<file path="config.mk">
export PLATFORM = sky130hd
export DESIGN_NAME = key_debouncer
export DESIGN_NICKNAME = d
export VERILOG_FILES = /design/src/rtl/key_debouncer.sv
export SDC_FILE = /design/constraint.sdc
export NUM_CORES = 1
export LEC_CHECK = 0
export CAP_MARGIN = 20
export CORE_MARGIN = 4
export CORE_UTILIZATION = 45
export CTS_CLUSTER_DIAMETER = 40
export CTS_CLUSTER_SIZE = 28
export DETAILED_ROUTE_END_ITERATION = 12
export DONT_BUFFER_PORTS = 1
export GPL_ROUTABILITY_DRIVEN = 0
export GPL_TIMING_DRIVEN = 0
export PLACE_DENSITY = 0.58
export SKIP_LAST_GASP = 1
export SYNTH_ARGS = -nofsm -noshare
export SYNTH_HDL_FRONTEND = slang
export SYNTH_SLANG_ARGS = --single-unit
</file>
<file path="constraint.sdc">
create_clock -name clk_in -period 3.3 [get_ports clk_in]
set_input_delay 0.66 -clock clk_in [delete_from_list [all_inputs] [get_ports clk_in]]
set_output_delay 0.66 -clock clk_in [all_outputs]
set_load 0.03 [all_outputs]
</file>
<file path="src/rtl/key_debouncer.sv">
// Debounces NUM_KEYS raw buttons against the divided_clk tick and delivers one key
// code per confirmed press through a single-entry valid/ready buffer.

module key_fsm #(
    parameter int STABLE_TICKS = 2
) (
    input  logic clk_in,
    input  logic rst,
    input  logic tick,
    input  logic btn_s,
    output logic press_evt,
    output logic held
);
    typedef enum logic [1:0] {RELEASED, PRESS_CHK, HELD, RELEASE_CHK} state_t;

    localparam logic [3:0] LAST = 4'(STABLE_TICKS - 1);

    state_t     state_q, state_d;
    logic [3:0] cnt_q, cnt_d;
    logic       held_q, held_d;

    always_ff @(posedge clk_in) begin
        if (rst) begin
            state_q <= RELEASED;
            cnt_q   <= 4'd0;
            held_q  <= 1'b0;
        end else begin
            state_q <= state_d;
            cnt_q   <= cnt_d;
            held_q  <= held_d;
        end
    end

    always_comb begin
        state_d = state_q;
        cnt_d   = cnt_q;
        if (tick) begin
            case (state_q)
                RELEASED: if (btn_s) begin
                    state_d = PRESS_CHK;
                    cnt_d   = 4'd1;
                end
                PRESS_CHK: begin
                    if (!btn_s)             state_d = RELEASED;
                    else if (cnt_q == LAST) state_d = HELD;
                    else                    cnt_d   = cnt_q + 4'd1;
                end
                HELD: if (!btn_s) begin
                    state_d = RELEASE_CHK;
                    cnt_d   = 4'd1;
                end
                RELEASE_CHK: begin
                    if (btn_s)              state_d = HELD;
                    else if (cnt_q == LAST) state_d = RELEASED;
                    else                    cnt_d   = cnt_q + 4'd1;
                end
                default: state_d = RELEASED;
            endcase
        end
    end

    // held is decoded from the next state so the registered copy lines up with state_q
    always_comb begin
        press_evt = tick && (state_q == PRESS_CHK) && btn_s && (cnt_q == LAST);
        held_d    = (state_d == HELD) || (state_d == RELEASE_CHK);
    end

    assign held = held_q;
endmodule

module key_debouncer #(
    parameter int NUM_KEYS     = 4,
    parameter int CODE_W       = 2,
    parameter int STABLE_TICKS = 2
) (
    input  logic                clk_in,
    input  logic                rst,
    input  logic                divided_clk,
    input  logic [NUM_KEYS-1:0] btn_in,
    input  logic                key_ready,
    input  logic                drop_clr,
    output logic                key_valid,
    output logic [CODE_W-1:0]   key_code,
    output logic [NUM_KEYS-1:0] key_held,
    output logic                key_drop
);
    logic [NUM_KEYS-1:0] sync1_q, sync1_d, sync2_q, sync2_d;
    logic                div_q, div_d;
    logic                valid_q, valid_d;
    logic [CODE_W-1:0]   code_q, code_d;
    logic                drop_q, drop_d;
    logic                tick;
    logic [NUM_KEYS-1:0] evt;
    logic [CODE_W-1:0]   sel;
    logic                multi, drop_set;

    // div_q resets high so a divided_clk already high at release is not seen as an edge
    always_ff @(posedge clk_in) begin
        if (rst) begin
            sync1_q <= '0;
            sync2_q <= '0;
            div_q   <= 1'b1;
            valid_q <= 1'b0;
            code_q  <= '0;
            drop_q  <= 1'b0;
        end else begin
            sync1_q <= sync1_d;
            sync2_q <= sync2_d;
            div_q   <= div_d;
            valid_q <= valid_d;
            code_q  <= code_d;
            drop_q  <= drop_d;
        end
    end

    assign tick = divided_clk & ~div_q;

    for (genvar g = 0; g < NUM_KEYS; g++) begin : g_key
        key_fsm #(.STABLE_TICKS(STABLE_TICKS)) u_fsm (
            .clk_in    (clk_in),
            .rst       (rst),
            .tick      (tick),
            .btn_s     (sync2_q[g]),
            .press_evt (evt[g]),
            .held      (key_held[g])
        );
    end

    always_comb begin
        sel = '0;
        for (int i = NUM_KEYS - 1; i >= 0; i--)
            if (evt[i]) sel = CODE_W'(i);
        multi = |(evt & (evt - NUM_KEYS'(1)));
    end

    always_comb begin
        sync1_d  = btn_in;
        sync2_d  = sync1_q;
        div_d    = divided_clk;
        valid_d  = valid_q;
        code_d   = code_q;
        drop_set = 1'b0;
        if (|evt) begin
            if (!valid_q || key_ready) begin
                valid_d  = 1'b1;
                code_d   = sel;
                drop_set = multi;
            end else begin
                drop_set = 1'b1;
            end
        end else if (valid_q && key_ready) begin
            valid_d = 1'b0;
        end
        drop_d = drop_set ? 1'b1 : (drop_clr ? 1'b0 : drop_q);
    end

    assign key_valid = valid_q;
    assign key_code  = code_q;
    assign key_drop  = drop_q;
endmodule
</file>
==> flow_metrics.env, run 1 <==
export IMPL_synth_nets=206
export IMPL_syn_to_final_growth_pct=8.07
export IMPL_drt_wirelength_per_cell_um=13.0
export IMPL_start_util_pct=46.4
export IMPL_avgSynthCellArea_sq_um=9.76
export IMPL_path_cells="inv_1 -> ha_1 -> and4bb_2 -> nor3_4 -> nand4_1 -> xor2_1 -> nor2_1"
export IMPL_cts_setup_buffers=0
export IMPL_min_period_over_period_pct=50.3
export IMPL_start_kind="flop"
export IMPL_grt_first_pass_wirelength_um=5490
export IMPL_r2r_end="g_key[3].u_fsm.cnt_q[3]"
export IMPL_cpLargestDelayFamily="simple AND/OR/NAND/NOR gates"
export IMPL_worstSetupPathType="reg -> reg"
export IMPL_r2r_start="g_key[3].u_fsm.cnt_q[1]"
export IMPL_status="finished clean"
export IMPL_fp_dieH_um=72.0
export IMPL_nFillCells=362
export IMPL_clk_latency_ns=0.29
export IMPL_final_common_cell="dfxtp_1"
export IMPL_power_density_nw_per_um2=431
export IMPL_viasPerCell=5.15
export IMPL_cp_endpoint="g_key[3].u_fsm.cnt_q[3]"
export IMPL_max_cap_violations=0
export IMPL_vias=1266
export IMPL_first_iter_violations=67
export IMPL_tightest_slew_ns=0.532
export IMPL_r2r_cells=7
export IMPL_layout_drive_gt1_share_pct=13.8
export IMPL_path_clk_slew_ns=0.07
export IMPL_overflow=0
export IMPL_final_util_pct=50.2
export IMPL_leakagePower_nw=0.805
export IMPL_grt_max_degree=12
export IMPL_crit_slowest_cell="dfxtp_1"
export IMPL_most_common_layout_cells="41 x dfxtp_1, 20 x a21oi_1, 17 x nor2_1, 15 x nand2_1, 9 x nand3_1"
export IMPL_finalSetupViolCount=0
export IMPL_cp_max_fo=7
export IMPL_p_int_uw=678
export IMPL_drtAntennaViolNets=0
export IMPL_grt_total_usage_pct=13.4
export IMPL_cp_arrival_ns=1.84
export IMPL_startpoint="g_key[3].u_fsm.cnt_q[1]"
export IMPL_ys_seq_elements=41
export IMPL_drc=0
export IMPL_cts_hold_repair_buffers=0
export IMPL_finalHoldViolations=0
export IMPL_fin_crit_ns=1.66
export IMPL_routed_wl_um=3190
export IMPL_p_sw_uw=181
export IMPL_die_w_um=72.0
export IMPL_vdd_drop_max_v=0.000253
export IMPL_min_path_type="in -> reg"
export IMPL_seq_area_frac_synth_pct=44.5
export IMPL_cts_repair_resized=0
export IMPL_cp_depth=7
export IMPL_cts_made_buffers=5
export IMPL_syn_inst=189
export IMPL_netlist_area_sq_um=1840
export IMPL_num_rows=23
export IMPL_final_nets=213
export IMPL_hpwl_um=2360
export IMPL_antenna_found_initial=0
export IMPL_cts_root_buffer="clkbuf_8"
export IMPL_critPathRequiredTime_ns=3.47
export IMPL_finalSetupTns_ns=0
export IMPL_cts_sinks=41
export IMPL_ys_types=32
export IMPL_portBuffers=0
export IMPL_rsz0062_at_grt="false"
export IMPL_reg2reg_slack_ns=1.64
export IMPL_crit_buf_inv=1
export IMPL_core_sq_um=3970
export IMPL_seqPwrFrac_pct=58.8
export IMPL_antenna_cells=0
export IMPL_slew_headroom_pct=64.5
export IMPL_max_stage_delay_ns=0.39
export IMPL_io_pin_count=17
export IMPL_pwr_share_clk_pct=37.7
export IMPL_ctsHtreeMaxLevel=2
export IMPL_yosys_warnings=0
export IMPL_max_freq_mhz=602
export IMPL_die_area_sq_um=5190
export IMPL_fin_worst_skew_ns=0.00622
export IMPL_p_sw_share_pct=21.1
export IMPL_grt_pass1_vias=1233
export IMPL_power_frac_comb_pct=3.5
export IMPL_clockBufferDepth=2
export IMPL_worstSetupEndpointType="flop"
export IMPL_timing_final_max_slew_violations=0
export IMPL_cts_tree="yes"
export IMPL_drt_pass1_iter_count=4
## kinds of logic (layout without fill, tap and decap cells)
family / Yosys count / after routing / synth area share [%]
AND/OR/NAND/NOR: 80 / 80 / 29.6
AO/OA/AOI/OAI: 34 / 34 / 10.2
adder cells (fa/ha/maj): 8 / 8 / 5.43
XOR/XNOR: 12 / 12 / 5.70
buffers and inverters: 14 / 21 / 4.48
flip-flops: 41 / 41 / 44.5
## worst register-to-register path: stages (launching register included)
cell and delay, ns:
dfxtp_1 0.39, inv_1 0.06, ha_1 0.17, and4bb_2 0.29
nor3_4 0.28, nand4_1 0.15, xor2_1 0.15, nor2_1 0.05
## Yosys cell counts (all sizes together)
| master | instances | area (sq um) |
|---|---|---|
| o21ai | 6 | 30.0 |
| xnor2 | 4 | 35.0 |
| buf | 6 | 52.6 |
| a211oi | 2 | 15.0 |
| nor2b | 8 | 50.1 |
| nand2b | 8 | 57.6 |
| inv | 5 | 18.8 |
| o21bai | 1 | 7.51 |
| nand2 | 16 | 62.6 |
| ha | 8 | 100 |
| o31ai | 4 | 30.0 |
| a31oi | 1 | 6.26 |
| a21oi | 20 | 100 |
| nor2 | 17 | 63.8 |
| nand4 | 4 | 25.0 |
| nor3 | 4 | 65.1 |
| or2 | 1 | 6.26 |
| dfxtp | 41 | 821 |
| nand4b | 4 | 71.3 |
| nand3b | 4 | 30.0 |
| and2b | 1 | 8.76 |
| and4bb | 4 | 61.3 |
| clkbuf | 3 | 11.3 |
| xor2 | 8 | 70.1 |
| nand3 | 9 | 45.0 |
## per-layer routing
metal / track usage (%) / wire length (um) / part of all wire, % / vias up
met3: 3.60 / 135 / 4.2 / 8
met4: 6.89 / 73 / 2.3 / 0
met5: 0 / 0 / 0 / -
met1: 17.2 / 1590 / 50 / 582
met2: 20.6 / 1390 / 44 / 20
li1: - / - / - / 656
## through the flow
| stage | power (mW) | setup WS [ns] | hold slack, ns | cells | instance area (sq um) |
|---|---|---|---|---|---|
| global route | 0.896 | 1.50 | 0.430 | 246 | 1990 |
| finish | 0.859 | 1.64 | 0.435 | 246 | 1990 |
| floorplan | 0.540 | 1.75 | 0.414 | 189 | 1840 |
| global placement | 0.546 | 1.66 | 0.420 | 239 | 1910 |
| CTS | 0.869 | 1.64 | 0.427 | 246 | 1990 |
| detailed placement | 0.547 | 1.60 | 0.430 | 239 | 1910 |
## flip-flops by register name (all words and copies together) (netlist names)
signal / count
key_code: 2
g_key.u_fsm.state_q: 8
sync2_q: 4
g_key.u_fsm.cnt_q: 16
g_key.u_fsm.held: 4
div_q: 1
key_valid: 1
sync1_q: 4
key_drop: 1
## area by class of cell
cell class,count,area (sq um),share of cell area (%)
inverter,5,18.8,0.942
tap,50,62.6,3.14
multi-input combinational,134,941,47.2
buffer,9,63.8,3.20
sequential,41,821,41.2
clock buffer,7,86.3,4.33
## power groups by stage
stage | combinational (mW) | sequential (mW) | clock [mW]
2_1_floorplan | 0.0241 | 0.516 | 0
3_5_place_dp | 0.0304 | 0.517 | 0
6_report | 0.0297 | 0.506 | 0.324
3_3_place_gp | 0.0297 | 0.517 | 0
5_1_grt | 0.0334 | 0.506 | 0.356
4_1_cts | 0.0304 | 0.505 | 0.333
## how the worst min path moves through the flow
| stage | from | to | slack [ns] | depth (start not counted) |
|---|---|---|---|---|
| floorplan | sync1_q[0] | sync2_q[0] | 0.41 | 1 |
| global placement | sync1_q[3] | sync2_q[3] | 0.42 | 1 |
| detailed placement | sync1_q[3] | sync2_q[3] | 0.43 | 1 |
| CTS | rst | sync2_q[0] | 0.43 | 1 |
| global route | rst | sync2_q[0] | 0.43 | 1 |
| finish | rst | sync2_q[0] | 0.43 | 1 |
No activity file was read; power rests on OpenSTA's default activity.
==> run 2: changes to the inputs <==
PLACE_DENSITY = 0.6   (was 0.58)
clock period = 1.5 ns   (was 3.3 ns; I/O delays follow)
==> run 2 against run 1 <==
Compared with the run above:
- global-route usage grew 0.47 points
- sequential share of layout area down 4.0 points
- core utilization increased by 6.3 points
- die area unchanged
- worst hold slack worse by 0.36 ns
- combinational power rose to 2.5 times the previous value
- largest power group unchanged
- cell area up 12%
- clock power up 120%
==> flow_metrics.env, run 2 (same netlist as run 1, synthesis figures left out) <==
export IMPL_crit_slowest_cell="dfxtp_2"
export IMPL_dr_wl_met3_um=139
export IMPL_drtAntennaViolNets=0
export IMPL_max_stage_delay_ns=0.34
export IMPL_finalHoldViolations=0
export IMPL_syn_to_final_growth_pct=21.6
export IMPL_max_cap_violations=0
export IMPL_portBuffers=0
export IMPL_start_util_pct=46.4
export IMPL_cp_max_fo=4
export IMPL_die_area_sq_um=5190
export IMPL_met2_length_um=1780
export IMPL_fin_worst_skew_ns=0.00910
export IMPL_grt_pass1_vias=1368
export IMPL_num_rows=23
export IMPL_tightest_slew_ns=0.596
export IMPL_ctsHtreeMaxLevel=2
export IMPL_fin_crit_ns=1.49
export IMPL_final_util_pct=56.5
export IMPL_routed_wl_um=3590
export IMPL_cts_tree="yes"
export IMPL_cts_sinks=41
export IMPL_reg_top3="g_key.u_fsm.cnt_q x16, g_key.u_fsm.state_q x8"
export IMPL_drt_wirelength_per_cell_um=13.6
export IMPL_clockBufferDepth=2
export IMPL_vdd_drop_max_v=0.000653
export IMPL_min_path_type="in -> reg"
export IMPL_most_common_layout_cells="33 x dfxtp_1, 22 x buf_4, 18 x a21oi_1, 17 x nor2_1, 14 x nand2_1"
export IMPL_final_common_cell="dfxtp_1"
export IMPL_finalSetupViolCount=0
export IMPL_top_layer="met4"
export IMPL_regArea_sq_um=833
export IMPL_path_cells="inv_2 -> ha_4 -> and4bb_4 -> nor3_4 -> nand4_1 -> xor2_1 -> nor2_1"
export IMPL_core_sq_um=3970
export IMPL_leakagePower_nw=0.920
export IMPL_largest_register_ffs=16
export IMPL_drc=0
export IMPL_vias=1344
export IMPL_final_nets=232
export IMPL_timing_final_max_slew_violations=0
export IMPL_cts_root_buffer="clkbuf_8"
export IMPL_grt_max_degree=12
export IMPL_antenna_cells=0
export IMPL_nFillCells=359
export IMPL_clk_latency_ns=0.28
export IMPL_slew_headroom_pct=60.2
export IMPL_overflow=0
export IMPL_hpwl_um=2310
export IMPL_worstSetupEndpointType="flop"
export IMPL_die_w_um=72.0
export IMPL_cts_made_buffers=5
export IMPL_grt_first_pass_wirelength_um=5800
export IMPL_max_freq_mhz=673
export IMPL_status="finished clean"
export IMPL_largest_register="g_key.u_fsm.cnt_q"
export IMPL_drt_pass1_iter_count=4
export IMPL_fp_dieH_um=72.0
export IMPL_io_pin_count=17
export IMPL_worstSetupPathType="reg -> reg"
export IMPL_min_period_over_period_pct=99.1
export IMPL_power_density_nw_per_um2=845
export IMPL_path_clk_slew_ns=0.08
export IMPL_m1WireLength_um=1660
export IMPL_antenna_found_initial=0
export IMPL_layout_drive_gt1_share_pct=32.6
export IMPL_cp_arrival_ns=1.66
export IMPL_rsz0062_at_grt="true"
export IMPL_grt_total_usage_pct=13.9
export IMPL_critPathRequiredTime_ns=1.67
export IMPL_viasPerCell=5.07
export IMPL_start_kind="flop"
export IMPL_dp_cells=239
export IMPL_first_iter_violations=38
export IMPL_multi_input_area_sq_um=1030
export IMPL_fin_cells=265
[run 2: cell types whose count changed in the layout (fill, tap and decap cells not counted), moves of 3 or more]
cell	before	now
ha_1	8	4
buf_4	4	22
ha_4	0	4
dfxtp_1	41	33
dfxtp_2	0	7
inv_1	5	1
o21ai_0	5	2
inv_2	0	4
[run 2: per-layer routing]
| metal | up-vias | global-route usage (%) |
|---|---|---|
| met4 | 0 | 3.76 |
| li1 | 695 | - |
| met1 | 625 | 16.5 |
| met2 | 22 | 24.8 |
| met3 | 2 | 3.32 |
| met5 | - | 0 |
[run 2: final timing paths]
path	startpoint	end	slack, ns	depth (start not counted)
setup / recovery	g_key[3].u_fsm.cnt_q[1]	g_key[3].u_fsm.cnt_q[3]	0.01	7
hold / removal	rst	sync2_q[0]	0.08	1
hold reg to reg	sync1_q[1]	sync2_q[1]	0.44	1
setup reg to reg	g_key[3].u_fsm.cnt_q[1]	g_key[3].u_fsm.cnt_q[3]	0.01	7
[run 2: critical path: cells and delay by family (launching register included)]
family | cells | cell delay (ns)
XOR/XNOR | 1 | 0.17
adder cells (fa/ha/maj) | 1 | 0.14
buffers and inverters | 1 | 0.04
flip-flops | 1 | 0.34
AND/OR/NAND/NOR | 4 | 0.68
[run 2: metrics by stage]
step	instance area (sq um)	setup slack, ns	hold slack [ns]	TNS, ns	power, mW
floorplan	1840	0.00459	0.372	0	1.19
global placement	1910	-0.0991	0.375	-0.222	1.20
detailed placement	1910	-0.155	0.375	-0.636	1.20
CTS	2150	-0.0563	0.0710	-0.0634	1.91
global route	2240	-0.0689	0.0662	-0.532	1.97
finish	2240	0.0138	0.0797	0	1.90
[run 2: what timing repair did]
item                                   4_1_cts  5_1_grt
hold buffers                                 0        0
buffers inserted                            16        3
setup endpoints to repair                   13       17
endpoints found under the hold margin        0        0
pin swaps                                   12       17
gates resized for setup                     15       19
[run 2: report_power, final]
group | internal (mW) | total, mW | switching (mW) | leakage, nW
combinational | 0.0306 | 0.0753 | 0.0447 | 0.539
sequential | 1.10 | 1.11 | 0.0105 | 0.337
clock | 0.365 | 0.709 | 0.344 | 0.0443
total | 1.50 | 1.90 | 0.399 | 0.920
[run 2: layout make-up]
class,count,area share (%)
clock buffers,7,3.85
multi-input cells,134,46.0
inverters,5,0.837
plain buffers,9,2.85
flip-flops and latches,41,37.2
repair buffers,19,6.53
well taps,50,2.79
==> run 3: changes to the inputs <==
BUFFER_PORTS_ARGS = -buffer_cell sky130_fd_sc_hd__buf_4   (was not set)
DONT_BUFFER_PORTS = not set   (was 1)
PLACE_DENSITY = 0.64   (was 0.6)
==> run 3 against run 2 <==
Compared with the run above:
- worst setup slack better by 0.0048 ns
- global-route usage increased by 1.4 points
- critical endpoint is now g_key[2].u_fsm.cnt_q[3]
- core utilization grew 4.1 points
==> flow_metrics.env, run 3 (same netlist as run 1, synthesis figures left out) <==
export IMPL_path_clk_slew_ns=0.08
export IMPL_final_util_pct=60.6
export IMPL_status="finished clean"
export IMPL_crit_slowest_cell="dfxtp_2"
export IMPL_leakagePower_nw=1.02
export IMPL_worstSetupPathType="reg -> reg"
export IMPL_reg_top3="g_key.u_fsm.cnt_q x16, g_key.u_fsm.state_q x8"
export IMPL_antenna_cells=0
export IMPL_start_util_pct=46.4
export IMPL_portBuffers=16
export IMPL_grt_first_pass_wirelength_um=6200
export IMPL_first_iter_violations=49
export IMPL_slew_headroom_pct=58.5
export IMPL_most_common_layout_cells="38 x buf_4, 33 x dfxtp_1, 17 x nor2_1, 16 x a21oi_1, 14 x nand2_1"
export IMPL_design_area_sq_um=2410
export IMPL_drtAntennaViolNets=0
export IMPL_min_period_over_period_pct=98.8
export IMPL_final_common_cell="buf_4"
export IMPL_clockBufferDepth=2
export IMPL_routed_wl_um=3760
export IMPL_min_path_type="in -> reg"
export IMPL_vias=1453
export IMPL_grt_pass1_vias=1437
export IMPL_largest_register_ffs=16
export IMPL_overflow=0
export IMPL_critPathRequiredTime_ns=1.73
export IMPL_fin_crit_ns=1.48
export IMPL_multi_input_area_sq_um=1050
export IMPL_syn_to_final_growth_pct=30.5
export IMPL_grt_total_usage_pct=15.3
export IMPL_layout_drive_gt1_share_pct=38.8
export IMPL_io_pin_count=17
export IMPL_start_kind="flop"
export IMPL_regArea_sq_um=833
export IMPL_cts_sinks=41
export IMPL_path_cells="inv_2 -> ha_4 -> and4bb_4 -> nor3_4 -> nand4_1 -> xor2_1 -> nor2_1"
export IMPL_die_w_um=72.0
export IMPL_max_cap_violations=0
export IMPL_crit_buf_inv=1
export IMPL_dpl_instance_area_sq_um=2030
export IMPL_finalSetupViolCount=0
export IMPL_num_rows=23
export IMPL_cp_arrival_ns=1.71
export IMPL_worstSetupEndpointType="flop"
export IMPL_timing_final_max_slew_violations=0
export IMPL_vdd_drop_max_v=0.000523
export IMPL_fp_dieH_um=72.0
export IMPL_cts_root_buffer="clkbuf_8"
export IMPL_cpLargestDelayFamily="simple AND/OR/NAND/NOR gates"
export IMPL_grt_max_degree=13
export IMPL_core_sq_um=3970
export IMPL_drt_wirelength_per_cell_um=13.3
export IMPL_largest_register="g_key.u_fsm.cnt_q"
export IMPL_fin_worst_skew_ns=0.00915
export IMPL_clk_latency_ns=0.29
export IMPL_power_density_nw_per_um2=854
export IMPL_hpwl_um=2430
export IMPL_cts_made_buffers=5
export IMPL_antenna_found_initial=0
export IMPL_cp_max_fo=6
export IMPL_max_stage_delay_ns=0.33
export IMPL_whs_ns=0.210
export IMPL_viasPerCell=5.15
export IMPL_finalSetupTns_ns=0
export IMPL_cts_tree="yes"
export IMPL_nFillCells=316
export IMPL_drt_pass1_iter_count=5
export IMPL_drc=0
export IMPL_die_area_sq_um=5190
export IMPL_max_freq_mhz=675
export IMPL_ctsHtreeMaxLevel=2
export IMPL_final_nets=249
export IMPL_tightest_slew_ns=0.623
export IMPL_rsz0062_at_grt="true"
export IMPL_finalHoldViolations=0
## run 3: cell count changes in the layout (fill, tap and decap cells not counted), sizes merged
| cell | previous run | this run |
|---|---|---|
| buf | 25 | 42 |
| clkbuf | 10 | 8 |
| bufinv | 0 | 1 |
| clkinv | 0 | 1 |
## run 3: report_power, final
part / switching [mW] / total, mW / internal [mW]
clock: 0.366 / 0.850 / 0.484
combinational: 0.0516 / 0.0952 / 0.0436
sequential: 0.0106 / 1.11 / 1.10
total: 0.428 / 2.06 / 1.63
## run 3: layout make-up
| class | count | share of cell area [%] |
|---|---|---|
| clock buffers | 5 | 2.86 |
| multi-input cells | 134 | 43.5 |
| repair buffers | 36 | 11.5 |
| plain buffers | 9 | 2.65 |
| flip-flops and latches | 41 | 34.6 |
| well taps | 50 | 2.60 |
| inverters | 5 | 0.780 |
| clock inverters | 2 | 1.46 |
## run 3: routing by layer
| metal | GRT usage [%] | wire [um] | vias to the layer above |
|---|---|---|---|
| met4 | 8.98 | 53 | 0 |
| met5 | 0 | 0 | - |
| met3 | 3.60 | 163 | 4 |
| li1 | - | - | 733 |
| met1 | 16.9 | 1680 | 689 |
| met2 | 26.6 | 1870 | 27 |
## run 3: worst paths after layout
| path | startpoint | to | slack, ns | cells after the start |
|---|---|---|---|---|
| setup reg to reg | g_key[2].u_fsm.cnt_q[1] | g_key[2].u_fsm.cnt_q[3] | 0.02 | 7 |
| setup / recovery | g_key[2].u_fsm.cnt_q[1] | g_key[2].u_fsm.cnt_q[3] | 0.02 | 7 |
| hold reg to reg | sync1_q[0] | sync2_q[0] | 0.43 | 1 |
| hold / removal | rst | sync2_q[0] | 0.21 | 2 |
## run 3: stage by stage
stage / std cells / setup WS (ns) / power (mW)
floorplan: 189 / 0.00459 / 1.19
global placement: 255 / -0.0641 / 1.22
detailed placement: 255 / -0.154 / 1.22
CTS: 279 / -0.0140 / 2.07
global route: 282 / -0.113 / 2.14
finish: 282 / 0.0186 / 2.06
## run 3: repair_timing
item | 4_1_cts | 5_1_grt
setup buffers | 17 | 3
endpoints found under the setup margin | 14 | 19
gates resized for setup | 17 | 21
pin swaps | 14 | 24
hold buffers | 0 | 0
hold endpoints to repair | 0 | 0
